==> config.mk <==
export PLATFORM = sky130hd
export DESIGN_NAME = pwm_compare_flat
export DESIGN_NICKNAME = d
export VERILOG_FILES = /design/src/rtl/pwm_compare_pkg.sv /design/src/rtl/pwm_compare_if.sv /design/src/rtl/pwm_duty_shadow.sv /design/src/rtl/pwm_compare.sv /design/src/flat_wrapper.sv
export SDC_FILE = /design/constraint.sdc
export NUM_CORES = 1
export LEC_CHECK = 0
export ABC_AREA = 1
export BUFFER_PORTS_ARGS = -buffer_cell sky130_fd_sc_hd__buf_4
export CORE_MARGIN = 2
export CORE_UTILIZATION = 35
export CTS_CLUSTER_DIAMETER = 50
export DETAILED_ROUTE_END_ITERATION = 7
export SYNTH_ARGS = -nofsm -noshare
export SYNTH_HDL_FRONTEND = slang
export SYNTH_SLANG_ARGS = --single-unit
==> constraint.sdc <==
create_clock -name clk -period 2.1 [get_ports clk]
set_clock_uncertainty 0.1 [all_clocks]
set_input_delay 0.63 -clock clk [delete_from_list [all_inputs] [get_ports clk]]
set_output_delay 0.63 -clock clk [all_outputs]
set_load 0.05 [all_outputs]
==> src/rtl/pwm_compare_pkg.sv <==
// Shared types and helpers for the PWM compare stage: FSM encoding and duty clamping.
package pwm_compare_pkg;

    localparam logic STATE_IDLE    = 1'b0;
    localparam logic STATE_PENDING = 1'b1;

    typedef enum logic {
        IDLE    = STATE_IDLE,
        PENDING = STATE_PENDING
    } state_e;

    // Saturate a requested duty to the longest legal high-time.
    function automatic int unsigned clamp_duty(input int unsigned value, input int unsigned limit);
        return (value > limit) ? limit : value;
    endfunction

endpackage

==> src/rtl/pwm_compare_if.sv <==
// Duty-load valid/ready handshake between the duty source and the PWM compare stage.
interface pwm_compare_if #(
    parameter int unsigned WIDTH = 8
);
    logic [WIDTH-1:0] duty_in;
    logic             duty_valid;
    logic             duty_ready;

    modport master (output duty_in, output duty_valid, input duty_ready);
    modport slave  (input duty_in, input duty_valid, output duty_ready);
endinterface

==> src/rtl/pwm_duty_shadow.sv <==
// Duty shadow register: accepts a new duty over the handshake and applies it at a period boundary.
module pwm_duty_shadow
    import pwm_compare_pkg::*;
#(
    parameter int unsigned WIDTH      = 8,
    parameter int unsigned MAX_VALUE  = 200,
    parameter int unsigned DUTY_RESET = 0
) (
    input  logic             clk,
    input  logic             RST,
    input  logic             boundary_i,
    pwm_compare_if.slave     duty_if,
    output logic [WIDTH-1:0] duty_active_o
);

    localparam int unsigned      DUTY_MAX = MAX_VALUE + 1;
    localparam logic [WIDTH-1:0] DUTY_RST = WIDTH'(clamp_duty(DUTY_RESET, DUTY_MAX));

    state_e           state_q, state_d;
    logic [WIDTH-1:0] shadow_q, shadow_d;
    logic [WIDTH-1:0] active_q, active_d;
    logic             ready_q, ready_d;

    always_ff @(posedge clk) begin
        if (!RST) begin
            state_q  <= IDLE;
            shadow_q <= DUTY_RST;
            active_q <= DUTY_RST;
            ready_q  <= 1'b1;
        end else begin
            state_q  <= state_d;
            shadow_q <= shadow_d;
            active_q <= active_d;
            ready_q  <= ready_d;
        end
    end

    // A duty taken on a boundary cycle waits for the following boundary; there is no bypass.
    always_comb begin
        state_d  = state_q;
        shadow_d = shadow_q;
        active_d = active_q;
        case (state_q)
            IDLE: begin
                if (duty_if.duty_valid && ready_q) begin
                    shadow_d = WIDTH'(clamp_duty(32'(duty_if.duty_in), DUTY_MAX));
                    state_d  = PENDING;
                end
            end
            PENDING: begin
                if (boundary_i) begin
                    active_d = shadow_q;
                    state_d  = IDLE;
                end
            end
            default: state_d = IDLE;
        endcase
        ready_d = (state_d == IDLE);
    end

    assign duty_if.duty_ready = ready_q;
    assign duty_active_o      = active_q;

endmodule

==> src/rtl/pwm_compare.sv <==
// PWM compare stage: registered PWM and period-done pulse from an upstream wrapping count.
// Optional output inversion, latched per period, when PWM_COMPARE_POLARITY_EN is defined.
module pwm_compare
    import pwm_compare_pkg::*;
#(
    parameter int unsigned WIDTH      = 8,
    parameter int unsigned MAX_VALUE  = 200,
    parameter int unsigned DUTY_RESET = 0
) (
    input  logic             clk,
    input  logic             RST,
    input  logic [WIDTH-1:0] counter,
    pwm_compare_if.slave     duty_if,
`ifdef PWM_COMPARE_POLARITY_EN
    input  logic             pol_inv,
`endif
    output logic [WIDTH-1:0] duty_active,
    output logic             pwm_out,
    output logic             period_done
);

    if (MAX_VALUE + 1 > (2 ** WIDTH) - 1) begin : g_bad_max_value
        $error("pwm_compare: MAX_VALUE+1 does not fit the counter WIDTH");
    end

    logic boundary_c;
    logic in_range_c;
    logic cmp_c;
    logic pwm_q, pwm_d;
    logic period_done_q;

    assign boundary_c = (counter == WIDTH'(MAX_VALUE));
    assign in_range_c = (counter <= WIDTH'(MAX_VALUE));
    assign cmp_c      = (counter < duty_active);

    pwm_duty_shadow #(
        .WIDTH      (WIDTH),
        .MAX_VALUE  (MAX_VALUE),
        .DUTY_RESET (DUTY_RESET)
    ) u_shadow (
        .clk           (clk),
        .RST           (RST),
        .boundary_i    (boundary_c),
        .duty_if       (duty_if),
        .duty_active_o (duty_active)
    );

`ifdef PWM_COMPARE_POLARITY_EN
    logic pol_q, pol_d;

    // Polarity changes only at a period boundary, like the duty.
    always_comb begin
        pol_d = boundary_c ? pol_inv : pol_q;
        pwm_d = in_range_c ? (cmp_c ^ pol_q) : pol_q;
    end

    always_ff @(posedge clk) begin
        if (!RST) begin
            pol_q <= 1'b0;
        end else begin
            pol_q <= pol_d;
        end
    end
`else
    always_comb begin
        pwm_d = in_range_c & cmp_c;
    end
`endif

    always_ff @(posedge clk) begin
        if (!RST) begin
            pwm_q         <= 1'b0;
            period_done_q <= 1'b0;
        end else begin
            pwm_q         <= pwm_d;
            period_done_q <= boundary_c;
        end
    end

    assign pwm_out     = pwm_q;
    assign period_done = period_done_q;

endmodule
==> src/flat_wrapper.sv <==
// flat-port wrapper written by rule: the top's interface ports become plain ports
module pwm_compare_flat import pwm_compare_pkg::*;
#(
    parameter int unsigned WIDTH      = 8,
    parameter int unsigned MAX_VALUE  = 200,
    parameter int unsigned DUTY_RESET = 0
)
  (clk, RST, counter, duty_active, pwm_out, period_done, duty_if_duty_in, duty_if_duty_valid, duty_if_duty_ready);
  pwm_compare_if #(.WIDTH(WIDTH)) duty_if_i ();
  input  logic clk;
  input  logic RST;
  input  logic [WIDTH-1:0] counter;
  output logic [WIDTH-1:0] duty_active;
  output logic pwm_out;
  output logic period_done;
  input wire logic [$bits(duty_if_i.duty_in)-1:0] duty_if_duty_in;
  input wire logic [$bits(duty_if_i.duty_valid)-1:0] duty_if_duty_valid;
  output wire logic [$bits(duty_if_i.duty_ready)-1:0] duty_if_duty_ready;
  assign duty_if_i.duty_in = duty_if_duty_in;
  assign duty_if_i.duty_valid = duty_if_duty_valid;
  assign duty_if_duty_ready = duty_if_i.duty_ready;
  pwm_compare #(.WIDTH(WIDTH), .MAX_VALUE(MAX_VALUE), .DUTY_RESET(DUTY_RESET)) u_core (.clk(clk), .RST(RST), .counter(counter), .duty_if(duty_if_i), .duty_active(duty_active), .pwm_out(pwm_out), .period_done(period_done));
endmodule
Word level (Yosys, flattened, before mapping)
Index checks and enable logic that the tools add are counted.

Output and inout bits: 11. Register bits: 20. Logic and storage cells: 20.

Equal/unequal tests: 1. Bitwise operators: 3. $lt $le $gt $ge: 3. Reduce and logical (&&, ||, !) cells: 3. Multiplexer cells: 4.

Operators by type and width (number): 8-bit equality test, second input constant (1); 8-bit greater-than comparator, second input constant (1); 8-bit <= comparator, second input constant (1); 8-bit less-than comparator (1); 8-bit 2-to-1 mux (1); 2-bit AND reduction (2); 1-bit 2-to-1 mux (2); 1-bit NOT (2); 1-bit one-hot mux with 2 select lines (1); 1-bit bitwise AND (1); 1-bit logical AND (1).

Longest topological paths before layout
Depth after elaboration: 4. Depth in mapped cells: 7. Mapped depth without buffers: 7.

By module
A second synthesis with hierarchy kept.

Cells, all modules: 134. Area total of the unflattened synthesis: 973.4 sq um.

By module, submodules not included: pwm_duty_shadow (area an instance 660.6 sq um, instances 1, sequential area each 360.3 sq um, cells each 83); pwm_compare (area an instance 312.8 sq um, instances 1, sequential area each 40.0 sq um, cells each 51).

Worst setup path after synthesis
Ideal clock, no wire load.

Path kind: register -> register. From: register u_core.u_shadow.active_q[5] (netlist: u_core.u_shadow.duty_active_o[5]). To: register u_core.pwm_q (netlist: u_core.pwm_out). Stages on the path, launching flop included: 8. Arrival time: 1.375 ns. Setup slack: 0.556 ns. Period minus slack after synthesis: 1.544 ns. Setup time: 0.070 ns. Path buffers: 0. Required time: 1.930 ns. Path through: dfxtp_1 inv_1 ha_1 nand2_1 inv_1 o21bai_1 nand3_1 a21oi_1.

Longest elaborated chain between the ends: 2.

RTL lines: start, declared (line pwm_duty_shadow.sv:21) `logic [WIDTH-1:0] active_q, active_d;`; start signal, assigned (line pwm_duty_shadow.sv:33) `active_q <= active_d;`; 8-bit less-than comparator (line pwm_compare.sv:34) `assign cmp_c = (counter < duty_active);`; 1-bit bitwise AND (line pwm_compare.sv:66) `pwm_d = in_range_c & cmp_c;`; end signal, assigned (line pwm_compare.sv:75) `pwm_q <= pwm_d;`; end, declared (line pwm_compare.sv:29) `logic pwm_q, pwm_d;`.

No other way between the ends. A chain may end at the register's enable or synchronous reset.

Worst setup path in the final report
From: register u_core.u_shadow.active_q[0] (netlist: u_core.u_shadow.duty_active_o[0]). To: output duty_active[0].

RTL lines: end, declared (line flat_wrapper.sv:13) `output logic [WIDTH-1:0] duty_active;`.

No word-level cell between the ends.

==> qor.txt <==
===========================================================================================
Outcome                                                                        complete, no violations
Synthesized net count                                                                   185
Worst setup startpoint                                                         u_core.u_shadow.duty_active_o[0]$_SDFFE_PN0P_
Share of post-route cells with drive strength above 1                                 21.2%
Post-detailed-placement half-perimeter wirelength                                   1730 um
Cells after synthesis                                                                   159
Startpoint of the worst-slack reg-to-reg timing path                           u_core.u_shadow.state_q$_SDFF_PN0_
Most frequent cells in the layout                                              nand2_1, inv_1, buf_4
Layout overhead on the synthesized area                                               26.3%
Antenna violations before repair                                                          0
Total number of vias                                                                    996
First-pass GRT wire length                                                          3470 um
Clock buffer count from CTS                                                               3
Clock latency on the worst-skew pair                                                 300 ps
DR DRC count                                                                              0
Initial cell density of the core                                                      36.4%
Number of setup buffers added after CTS                                                   0
Post-synthesis sequential element count                                                  20
Rows                                                                                     20
Number of hold violations in the final report                                             0
Crit Path Class                                                                register to output pin
Ant. Diodes                                                                               0
TritonCTS clock tree                                                                   done
Peak supply drop                                                                   0.317 mV
Count of buffering cells on the critical path with inverters included                     1
Fill cell total of the finished layout                                                  320
Max-slew violation count                                                                  0
Pwr/cell area                                                                    613 mW/mm2
Pin count of the biggest net entering global routing                                     17
Die extent in y                                                                     59.9 um
Routed Antenna Nets                                                                       0
Worst Hold Margin                                                                    370 ps
Period utilisation layout                                                             76.8%
Quantity of gates resized following cts                                                   0
Type of the most critical hold path                                            register to register
Synthesis Warnings                                                                        0
Min setup slack post-route                                                           488 ps
Average footprint of a synthesized cell                                            6.88 um2
Critical path's largest stage delay                                                  380 ps
Hold wc startpoint                                                             u_core.u_shadow.shadow_q[6]$_SDFFE_PN0P_
Clock-pin transition on the worst setup and hold timing paths                        110 ps
Required time at the worst-slack endpoint                                           1370 ps
Delay-heaviest family, CP                                                        flip-flops
Cell count after placement                                                              218
Number of design-rule violations left by the first detailed-router iteration             15
Placeable core region                                                           0.00300 mm2
Slowest stage cell on the critical path                                             dfxtp_1
Cell taking the most area after synthesis                                           dfxtp_1
Total of endpoints with negative setup slack in the final report                          0
Hold bufs inserted after CTS                                                              0
Net count of the finished layout                                                        216
Accumulated negative setup slack                                                       0 ps
Routed Wire Length                                                                  2140 um
DR vias/cell                                                                           4.49
Min Clock Period, post-route                                                        1610 ps
Root Driver                                                                        clkbuf_4
Tot GR Track Use                                                                      12.6%
Cell types with the largest area share after synthesis                         dfxtp_1, nand2_1, inv_1
Critical path fanouts, max                                                                3
Kind of launch point of the worst setup path                                       register
Die area                                                                        0.00359 mm2
Via count of the first global-routing pass                                              881
Grt ovf                                                                                   0
Maximum frequency from static timing analysis                                       620 MHz
Pre-CTS WS                                                                           422 ps
Maxcap violations                                                                         0
RSZ-0062 raised after global routing                                                     no
Routability cong.                                                                     0.852
Total power draw                                                                   0.846 mW
Distinct cells, synth                                                                    20
Sequential-to-total area share from yosys stat                                        36.6%
P_leak                                                                             0.703 nW
Max-Slew Margin vs Limit                                                              73.6%
Post-Syn Area                                                                   0.00109 mm2
Post-route non-filler standard cell count                                               222
Measured slew at the worst slew-check pin                                            395 ps
Maximum count of clock buffers along a single path                                        2
Port buffer count                                                                        29
Commonest non-fill, non-tap cell in the layout                                      nand2_1
WP data arrival                                                                      880 ps
Cell area after placement                                                       0.00133 mm2
Detailed-routing iteration count for the pre-antenna-repair pass                          4
Fraction of synthesized cell area taken by the top area cell type                     36.6%
Clk sink count                                                                           20
Die W                                                                               59.9 um
Finished Cell Area                                                              0.00138 mm2
Utilization after layout                                                              46.0%
Sort of element at the end of the critical path                                  output pin
Number of primary I/O pins                                                               30
H-tree depth reported by CTS                                                              1
Critical-path cell list                                                               buf_4
Average routed wire per standard cell                                               9.62 um
===========================================================================================
cells in the mapped netlist, drive strengths merged:
library cell  instances
o21bai                1
nor4                  1
ha                    7
a21oi                10
inv                  37
buf                   3
o21ai                 7
a211oi                2
nand4                 8
nand2                38
nand3                 6
nor2                 19
dfxtp                20
cell families (layout without fill, tap and decap cells):
group	count (synthesis)	after routing	synth area share [%]
and+or+nand+nor	72	72	30.7
AOI/OAI and AO/OA	20	20	9.84
DFF	20	20	36.6
buffers and inverters	40	70	14.9
adders and majority gates	7	7	8.01
layout make-up:
type | count | area, um2 | area share, %
repair buffers | 29 | 218 | 15.8
well taps | 33 | 41.3 | 2.99
multi-input cells | 99 | 531 | 38.4
clock buffers | 3 | 22.5 | 1.63
inverters | 37 | 139 | 10.1
flip-flops and latches | 20 | 400 | 29.0
clock inverters | 1 | 30.0 | 2.17
state kept, by name, indices dropped and copies added (netlist names):
register	count
u_core.u_shadow.duty_active_o	8
u_core.u_shadow.shadow_q	8
u_core.period_done	1
u_core.pwm_out	1
u_core.u_shadow.duty_if.duty_ready	1
u_core.u_shadow.state_q	1
where the power goes:
group	switching [mW]	internal, mW	leakage, nW
registers	0.0112	0.398	0.163
logic	0.0741	0.0537	0.511
clock network	0.116	0.193	0.0279
routing by layer:
metal  up-vias  part of all wire (%)  GRT usage (%)  routed length [um]
li1        554                     -              -                   -
met5         -                     0              0                   0
met2        29                    44           21.3                 945
met1       411                    48           15.7                1040
met3         2                   6.3           1.95                 135
met4         0                  0.89           5.71                  19
path summary, 6_finish.rpt:
check / endpoint / depth (start not counted) / slack [ps]
worst min-delay path: u_core.u_shadow.shadow_q[6]$_SDFFE_PN0P_ / 2 / 370
worst min register to register: u_core.u_shadow.shadow_q[6]$_SDFFE_PN0P_ / 2 / 370
worst max-delay path: duty_active[0] / 1 / 490
worst max register to register: u_core.u_shadow.shadow_q[0]$_SDFFE_PN0P_ / 5 / 560
Note: power is estimated with default switching activity, not from simulation.
